## src/rtl/seg_pkg.sv

```systemverilog
// Shared constants for the 7-segment scan decoder: segment patterns,
// decoded codes and anode idle/broadcast patterns.
package seg_pkg;

    // Active-low segment patterns, {a,b,c,d,e,f,g}
    localparam logic [6:0] SEG_0     = 7'b0000001;
    localparam logic [6:0] SEG_1     = 7'b1001111;
    localparam logic [6:0] SEG_2     = 7'b0010010;
    localparam logic [6:0] SEG_3     = 7'b0000110;
    localparam logic [6:0] SEG_4     = 7'b1001100;
    localparam logic [6:0] SEG_5     = 7'b0100100;
    localparam logic [6:0] SEG_6     = 7'b0100000;
    localparam logic [6:0] SEG_7     = 7'b0001111;
    localparam logic [6:0] SEG_8     = 7'b0000000;
    localparam logic [6:0] SEG_9     = 7'b0000100;
    localparam logic [6:0] SEG_BLANK = 7'b1111111;
    localparam logic [6:0] SEG_L     = 7'b1110001;
    localparam logic [6:0] SEG_MID   = 7'b0101011;
    localparam logic [6:0] SEG_H     = 7'b1001000;

    localparam logic [3:0] CODE_BLANK   = 4'hF;
    localparam logic [3:0] CODE_INVALID = 4'hE;
    localparam logic [3:0] CODE_L       = 4'hA;
    localparam logic [3:0] CODE_MID     = 4'hB;
    localparam logic [3:0] CODE_H       = 4'hC;

    localparam logic [3:0] AN_IDLE  = 4'b1111;
    localparam logic [3:0] AN_BCAST = 4'b0000;

    typedef struct packed {
        logic [3:0] code;
        logic       inval;
    } glyph_t;

    function automatic glyph_t mk_glyph(input logic [3:0] code);
        mk_glyph = '{code: code, inval: 1'b0};
    endfunction

endpackage

```

## src/rtl/seg_scan_decoder_glyph.sv

```systemverilog
// Combinational glyph decoder: active-low segment pattern -> {code, inval}.
// Letter glyphs L/mid/H decode only when SEG_LETTER_DECODE_EN is defined.
module seg_glyph_decode
    import seg_pkg::*;
(
    input  logic [6:0] seg,
    output logic [3:0] code,
    output logic       inval
);

    glyph_t g;

    // Table lookup; anything not listed is an invalid glyph
    always_comb begin
        g = '{code: CODE_INVALID, inval: 1'b1};
        case (seg)
            SEG_0:     g = mk_glyph(4'd0);
            SEG_1:     g = mk_glyph(4'd1);
            SEG_2:     g = mk_glyph(4'd2);
            SEG_3:     g = mk_glyph(4'd3);
            SEG_4:     g = mk_glyph(4'd4);
            SEG_5:     g = mk_glyph(4'd5);
            SEG_6:     g = mk_glyph(4'd6);
            SEG_7:     g = mk_glyph(4'd7);
            SEG_8:     g = mk_glyph(4'd8);
            SEG_9:     g = mk_glyph(4'd9);
            SEG_BLANK: g = mk_glyph(CODE_BLANK);
`ifdef SEG_LETTER_DECODE_EN
            SEG_L:     g = mk_glyph(CODE_L);
            SEG_MID:   g = mk_glyph(CODE_MID);
            SEG_H:     g = mk_glyph(CODE_H);
`endif
            default:   g = '{code: CODE_INVALID, inval: 1'b1};
        endcase
    end

    assign code  = g.code;
    assign inval = g.inval;

endmodule

```

## src/rtl/seg_scan_decoder.sv

```systemverilog
// Receive-side 7-segment scan demultiplexer with per-digit decode, frame
// pulse and stale detection. Optional letter glyphs: SEG_LETTER_DECODE_EN.
module seg_scan_decoder
    import seg_pkg::*;
#(
    parameter int         STABLE_CYCLES = 1,
    parameter logic [3:0] DIGIT_MASK    = 4'b0011,
    parameter int         STALE_CYCLES  = 1000000
) (
    input  logic        clk,
    input  logic        rst,
    input  logic [3:0]  an,
    input  logic [6:0]  seg,
    output logic [15:0] digit_code,
    output logic [3:0]  digit_inval,
    output logic [3:0]  digit_stale,
    output logic        frame_valid,
    output logic        bcast_mode,
    output logic [3:0]  bcast_code
);

    localparam int         SW  = $clog2(STALE_CYCLES + 1);
    localparam logic [7:0] STB = 8'(STABLE_CYCLES);
    localparam logic [SW-1:0] SMAX = SW'(STALE_CYCLES);

    logic [3:0]    an_q;
    logic [6:0]    seg_q;
    logic [7:0]    stab;
    logic [7:0]    stab_nxt;
    logic          changed;
    logic          commit;
    logic [3:0]    dsel;
    logic [3:0]    trk;
    logic [3:0]    trk_nxt;
    logic          full;
    logic [3:0]    g_code;
    logic          g_inval;
    logic [SW-1:0] stale_cnt [4];

    seg_glyph_decode u_glyph (
        .seg   (seg_q),
        .code  (g_code),
        .inval (g_inval)
    );

    // Stability count for the incoming bus versus the held sample
    always_comb begin
        changed  = {an, seg} != {an_q, seg_q};
        stab_nxt = changed ? 8'd1 : ((stab >= STB) ? STB : stab + 8'd1);
    end

    // Sample stage; commit fires once, on the cycle stability is reached
    always_ff @(posedge clk) begin
        if (rst) begin
            an_q   <= AN_IDLE;
            seg_q  <= SEG_BLANK;
            stab   <= 8'd0;
            commit <= 1'b0;
        end else begin
            an_q   <= an;
            seg_q  <= seg;
            stab   <= stab_nxt;
            commit <= (stab_nxt == STB) && (changed || stab != STB);
        end
    end

    // One-hot-low anode to digit select; other patterns select nothing
    always_comb begin
        dsel = 4'b0000;
        case (an_q)
            4'b1110: dsel = 4'b0001;
            4'b1101: dsel = 4'b0010;
            4'b1011: dsel = 4'b0100;
            4'b0111: dsel = 4'b1000;
            default: dsel = 4'b0000;
        endcase
        if (!commit) dsel = 4'b0000;
        trk_nxt = trk | dsel;
        full    = (trk_nxt & DIGIT_MASK) == DIGIT_MASK;
    end

    // Digit/broadcast registers and frame tracker
    always_ff @(posedge clk) begin
        if (rst) begin
            digit_code  <= 16'hFFFF;
            digit_inval <= 4'b0000;
            bcast_mode  <= 1'b0;
            bcast_code  <= CODE_BLANK;
            trk         <= 4'b0000;
            frame_valid <= 1'b0;
        end else begin
            frame_valid <= 1'b0;
            if (dsel != 4'b0000) begin
                for (int i = 0; i < 4; i++) begin
                    if (dsel[i]) begin
                        digit_code[4*i +: 4] <= g_code;
                        digit_inval[i]       <= g_inval;
                    end
                end
                bcast_mode <= 1'b0;
                if (full) begin
                    frame_valid <= 1'b1;
                    trk         <= 4'b0000;
                end else begin
                    trk <= trk_nxt;
                end
            end else if (commit && an_q == AN_BCAST) begin
                bcast_code <= g_code;
                bcast_mode <= 1'b1;
            end
        end
    end

    // Per-digit staleness counters, cleared by a commit to that digit
    always_ff @(posedge clk) begin
        for (int i = 0; i < 4; i++) begin
            if (rst || dsel[i]) begin
                stale_cnt[i] <= '0;
            end else if (stale_cnt[i] != SMAX) begin
                stale_cnt[i] <= stale_cnt[i] + 1'b1;
            end
        end
    end

    // Stale flag is the saturated counter
    always_comb begin
        for (int i = 0; i < 4; i++) begin
            digit_stale[i] = (stale_cnt[i] == SMAX);
        end
    end

endmodule

```

## config.mk

```make
export PLATFORM = sky130hd
export DESIGN_NAME = seg_scan_decoder
export DESIGN_NICKNAME = d
export VERILOG_FILES = /design/src/rtl/seg_pkg.sv /design/src/rtl/seg_scan_decoder_glyph.sv /design/src/rtl/seg_scan_decoder.sv
export SDC_FILE = /design/constraint.sdc
export NUM_CORES = 1
export LEC_CHECK = 0
export ABC_AREA = 1
export BUFFER_PORTS_ARGS = -buffer_cell sky130_fd_sc_hd__buf_2
export CORE_AREA = 2 2 130 132
export DETAILED_ROUTE_END_ITERATION = 8
export DIE_AREA = 0 0 132 134
export GPL_ROUTABILITY_DRIVEN = 0
export GPL_TIMING_DRIVEN = 0
export PLACE_DENSITY = 0.61
export SYNTH_ARGS = -nofsm -noshare
export SYNTH_HDL_FRONTEND = slang
export SYNTH_SLANG_ARGS = --single-unit
```

## constraint.sdc

```tcl
create_clock -name clk -period 1.7 [get_ports clk]
set_input_delay 0 -clock clk [delete_from_list [all_inputs] [get_ports clk]]
set_output_delay 0 -clock clk [all_outputs]
set_load 0.01 [all_outputs]
```

==> results of run 1 <==
-- routing by layer --
layer  global-route usage (%)  routed length, µm  up-vias
met5                        0                  0        -
met4                    6.522                304        0
met3                    4.044                707       27
met2                    29.72               8404      128
met1                    26.08               8358     3008
li1                         -                  -     3262
-- what timing repair did --
action                                  4_1_cts  5_1_grt
buffers inserted                             22       58
pin swaps                                    17       39
cloned                                        0        5
endpoints found under the setup margin      156      170
resized for setup                            55      116
endpoints found under the hold margin        13        0
hold buffers                                 12        0
-- registers in the layout, indices dropped and copies added (netlist names), 2 cells and up --
register     cells
bcast_code       4
seg_q            7
an_q             4
digit_inval      4
stab             8
trk              2
digit_code      16
stale_cnt       80
-- path summary, 6_finish.rpt --
path / startpoint / end / slack (ps) / cells after the start
max reg2reg: stale_cnt[0][9] / stale_cnt[0][12] / -70 / 7
min reg2reg: bcast_mode / bcast_mode / 460 / 1
min: an[2] / an_q[2] / 320 / 4
max: stale_cnt[0][9] / stale_cnt[0][12] / -70 / 7
-- layout make-up --
type	count	share of cell area (%)
clock buffer	23	4.665
buffer	10	1.134
multi-input combinational	622	38.98
tap	220	2.867
inverter	139	5.538
sequential	128	35.09
clock inverter	9	0.4561
timing repair buffer	139	11.27
-- critical path: stages (launching register included) --
cell and delay, ps:
edfxtp_1 410, inv_1 110, nor4_4 320, nand4_1 220, buf_6 190, nand2_8 80, buf_6 130, nor3_1 50
-- cell families (layout without fill, tap and decap cells) --
group,Yosys count,after routing,share of synthesized area (%)
flip-flops,128,128,46.93
XOR/XNOR,27,27,3.300
AND/OR/NAND/NOR,509,509,34.22
adder cells (fa/ha/maj),11,11,1.920
AO/OA/AOI/OAI,70,70,5.429
other,1,5,0.05232
buffers and inverters,149,320,8.153
-- through the flow --
step | worst slack (ps) | std cells | area (µm²) | hold slack, ps
2_1_floorplan | 10.43 | 899 | 7192 | 96.44
3_3_place_gp | -292.6 | 1161 | 7677 | 203.9
3_5_place_dp | -277.1 | 1161 | 7677 | 209.5
4_1_cts | -32.63 | 1227 | 8647 | 305.4
5_1_grt | -159.6 | 1290 | 9602 | 331.0
6_report | -71.29 | 1290 | 9602 | 322.1
-- synth_stat cells, types with 6 or more instances --
cell | instances | area share [%]
nand2_1 | 186 | 9.7
nand3b_1 | 7 | 0.73
nor3_1 | 42 | 2.9
nand2_2 | 8 | 0.70
nand3_1 | 50 | 3.5
xor2_1 | 19 | 2.3
buf_2 | 6 | 0.42
nor2_1 | 115 | 6.0
a21oi_1 | 42 | 2.9
nor2_2 | 10 | 0.87
nor2_4 | 8 | 1.3
dfxtp_1 | 48 | 13
ha_1 | 11 | 1.9
xnor2_1 | 8 | 0.98
nor3b_1 | 9 | 0.94
nand4_1 | 36 | 3.1
inv_1 | 136 | 7.1
o21ai_0 | 14 | 0.98
or2_2 | 17 | 1.5
edfxtp_1 | 80 | 34
-- power by group --
group | switching, W | total [W] | internal, W
registers | 0.0000636 | 0.00340 | 0.00333
clock network | 0.00127 | 0.00310 | 0.00183
logic | 0.000305 | 0.000572 | 0.000267
total | 0.00164 | 0.00707 | 0.00543
==> impl_metrics.csv, run 1 <==
group,metric,value,unit
critical_path,arrival,1930,ps
sta,rsz0062_at_grt,"true",
sta,setup_ws,-71.29,ps
grt,grt_pass1_vias,5738,
layout,multi_input_comb_area,3742,µm²
layout,nets,1081,
clocking,cts_buffer_depth,2,
floorplan,row_count,47,
layout,diodes,0,
layout,fillers,1480,
routing,vias,6425,
routing,routed_wl,17.77,mm
synth,seq_area_frac_synth,46.93,%
sta,hold_violations,0,
synth,synthArstFlopShare,0,%
sta,fmax,564.6,MHz
floorplan,start_util,44.00,%
routing,wire_per_inst,13.78,µm
grt,grtUsageTotal,18.95,%
clocking,cts_sinks,128,
routing,drt_iter0_markers,438,
sta,setup_tns,-1533,ps
synth,synth_cells,895,
floorplan,fp.dieH,134,µm
layout,layout_commonest_cell,"nand2_1",
layout,regArea,3369,µm²
clocking,path_clk_slew,50,ps
synth,synth_edf_count,80,
place,port-buffer-count,42,
routing,route.antenna.remaining_nets,0,
sta,min_period,1771,ps
power_and_ir_drop,max-vdd-ir-drop,0.7070,mV
clocking,htreeDepth,4,
grt,grt_max_degree,21,
synth,ys.flop_type,"edfxtp_1",
sta,fin_crit_sh,104.2,%
floorplan,core_area,16290,µm²
critical_path,worstPathMaxFanout,6,
sta,relSlewSlack,55.78,%
critical_path,cp_data_required_time,1860,ps
critical_path,end_kind,"flip-flop",
floorplan,io_pins,43,
synth,ys_ff_latch,128,
clocking,cts_root_buf,"clkbuf_16",
hold_path,hp-class,"in2reg",
flow_run,maxCapViolCount,0,
floorplan,die_w,132,µm
routing,drc_errors,0,
sta,finClkSkew,9.095,ps
sta,drv_slew,0,
layout,area_growth_syn_to_layout,33.97,%
grt,antenna_found_initial,0,
routing,routed_via_density,4.981,
layout,fin_util,58.94,%
layout,drive_above_1_share,30.09,%
sta,setup_viol,45,
synth,netlist_area,7167,µm²
power_and_ir_drop,power.leakage,3.946,nW
status,status,"finished, violations left",
clocking,clock_latency,420,ps
status,violations,"negative setup slack",
sta,tightest_slew,663.3,ps
clocking,cts_buffers,17,
synth,synth_warnings,0,
synth,synth.avg_cell_area,8.008,µm²
place,hpwl,11.39,mm
critical_path,start_kind,"flip-flop",
synth,ys_types,41,
routing,detail_route.first_pass.iterations,5,
floorplan,die_area,17690,µm²
critical_path,critPathKind,"reg2reg",
power_and_ir_drop,power.density,736.4,nW/µm²
grt,grt-ovfl-total,0,
clocking,cts_tree,"built",
power_and_ir_drop,design_power_total,0.007071,W
layout,layout_common_cells,"167 x nand2_1, 118 x inv_1, 96 x nor2_1",
grt,grt_pass1_wl,27.07,mm
Note: power is estimated with default switching activity, not from simulation.
==> inputs of run 2 (changes only) <==
- MAX_ROUTING_LAYER: not set -> met4
==> impl_metrics.csv, run 2 (synthesized netlist as in run 1, its figures left out) <==
group,metric,value,unit
floorplan,fp.dieH,134,µm
routing,drt_iter0_markers,435,
sta,fin_crit_sh,103.2,%
routing,wire_per_inst,13.70,µm
clocking,cts_tree,"built",
layout,nets,1079,
layout,fillers,1475,
hold_path,hp-class,"in2reg",
critical_path,critPathKind,"reg2out",
routing,vias,6380,
sta,rsz0062_at_grt,"true",
clocking,htreeDepth,4,
power_and_ir_drop,max-vdd-ir-drop,0.7091,mV
status,violations,"negative setup slack",
floorplan,row_count,47,
layout,final_area,9620,µm²
grt,grt_pass1_vias,5730,
clocking,clock_latency,420,ps
grt,grt_max_degree,21,
clocking,cts_buffer_depth,2,
grt,grt_pass1_wl,27.07,mm
layout,largest_register_ffs,80,
layout,stdcell_count,1288,
grt,grt-ovfl-total,0,
critical_path,start_kind,"flip-flop",
power_and_ir_drop,power.leakage,3.934,nW
layout,area_growth_syn_to_layout,34.24,%
layout,diodes,0,
layout,regMostFlops,"stale_cnt",
sta,setup_ws,-54.30,ps
routing,routed_wl,17.65,mm
grt,antenna_found_initial,0,
place,hpwl,11.39,mm
critical_path,rr_worst_depth,7,
floorplan,die_w,132,µm
flow_run,maxCapViolCount,0,
routing,route.antenna.remaining_nets,0,
hold_path,holdPathStages,4,
routing,routed_via_density,4.953,
layout,drive_above_1_share,30.90,%
sta,hold_violations,0,
floorplan,io_pins,43,
routing,drc_errors,0,
floorplan,start_util,44.00,%
sta,setup_viol,45,
critical_path,arrival,1750,ps
place,placed_cells,1161,
floorplan,die_area,17690,µm²
place,port-buffer-count,42,
power_and_ir_drop,design_power_total,0.007068,W
layout,layout_common_cells,"165 x nand2_1, 116 x inv_1, 94 x nor2_1",
clocking,cts_sinks,128,
sta,drv_slew,0,
floorplan,core_area,16290,µm²
grt,grtUsageTotal,19.55,%
place,pre_cts_ws,-277.1,ps
sta,fin_hold_ws,321.9,ps
sta,min_period,1754,ps
routing,detail_route.first_pass.iterations,6,
critical_path,cp_data_required_time,1700,ps
sta,fmax,570.0,MHz
power_and_ir_drop,power.density,734.7,nW/µm²
critical_path,end_kind,"primary output",
layout,largest_registers,"stale_cnt x80, digit_code x16, stab x8",
clocking,cts_buffers,17,
layout,layout_commonest_cell,"nand2_1",
clocking,cts_root_buf,"clkbuf_16",
place,placed_area,7677,µm²
status,status,"finished, violations left",
clocking,path_clk_slew,50,ps
critical_path,worstPathMaxFanout,5,
sta,finClkSkew,8.040,ps
[run 2: cell count changes in the layout (fill, tap and decap cells not counted), sizes merged]
cell,change
buf,-2
[run 2: routing by layer]
metal	share of wire, %	track usage, %
met1	48	26.20
met2	47	29.60
met3	3.5	4.157
met4	1.5	6.522
met5	0	-
[run 2: layout make-up]
| cell class | count | area (µm²) | share of cell area [%] |
|---|---|---|---|
| buffer | 10 | 110.1 | 1.144 |
| clock buffer | 23 | 447.9 | 4.656 |
| clock inverter | 9 | 43.79 | 0.4552 |
| inverter | 139 | 534.3 | 5.553 |
| multi-input combinational | 622 | 3771 | 39.20 |
| sequential | 128 | 3371 | 35.04 |
| tap | 220 | 275.3 | 2.861 |
| timing repair buffer | 137 | 1067 | 11.09 |
[run 2: worst paths after layout]
| kind | startpoint | end | slack [ps] |
|---|---|---|---|
| worst min-delay path | an[2] | an_q[2] | 320 |
| worst max register to register | stale_cnt[0][9] | stale_cnt[0][12] | -50 |
| worst max-delay path | stale_cnt[3][0] | digit_stale[3] | -50 |
| worst min register to register | bcast_mode | bcast_mode | 460 |
[run 2: what timing repair did]
item / in CTS / in global routing
setup buffers: 22 / 56
cloned: 0 / 5
hold buffers: 12 / 0
hold endpoints to repair: 13 / 0
endpoints found under the setup margin: 156 / 170
pin swaps: 17 / 41
gates resized for setup: 55 / 129
[run 2: metrics by stage]
stage	TNS [ps]	util [%]
CTS	-377.5	53.08
detailed placement	-28330	47.13
global placement	-28830	47.13
floorplan	0	-
global route	-6649	59.06
finish	-974.1	59.06
[run 2: power breakdown]
part / total (W) / switching (W) / internal [W]
Combinational: 0.000565 / 0.000303 / 0.000262
Clock: 0.00311 / 0.00128 / 0.00183
Sequential: 0.00340 / 0.0000633 / 0.00333
[run 2: critical path, stage by stage (launching register included)]
cell,delay (ps)
edfxtp_1,480
inv_2,120
ha_4,130
nand3_2,90
nor3_2,200
nand2_2,110
inv_2,110
buf_6,110
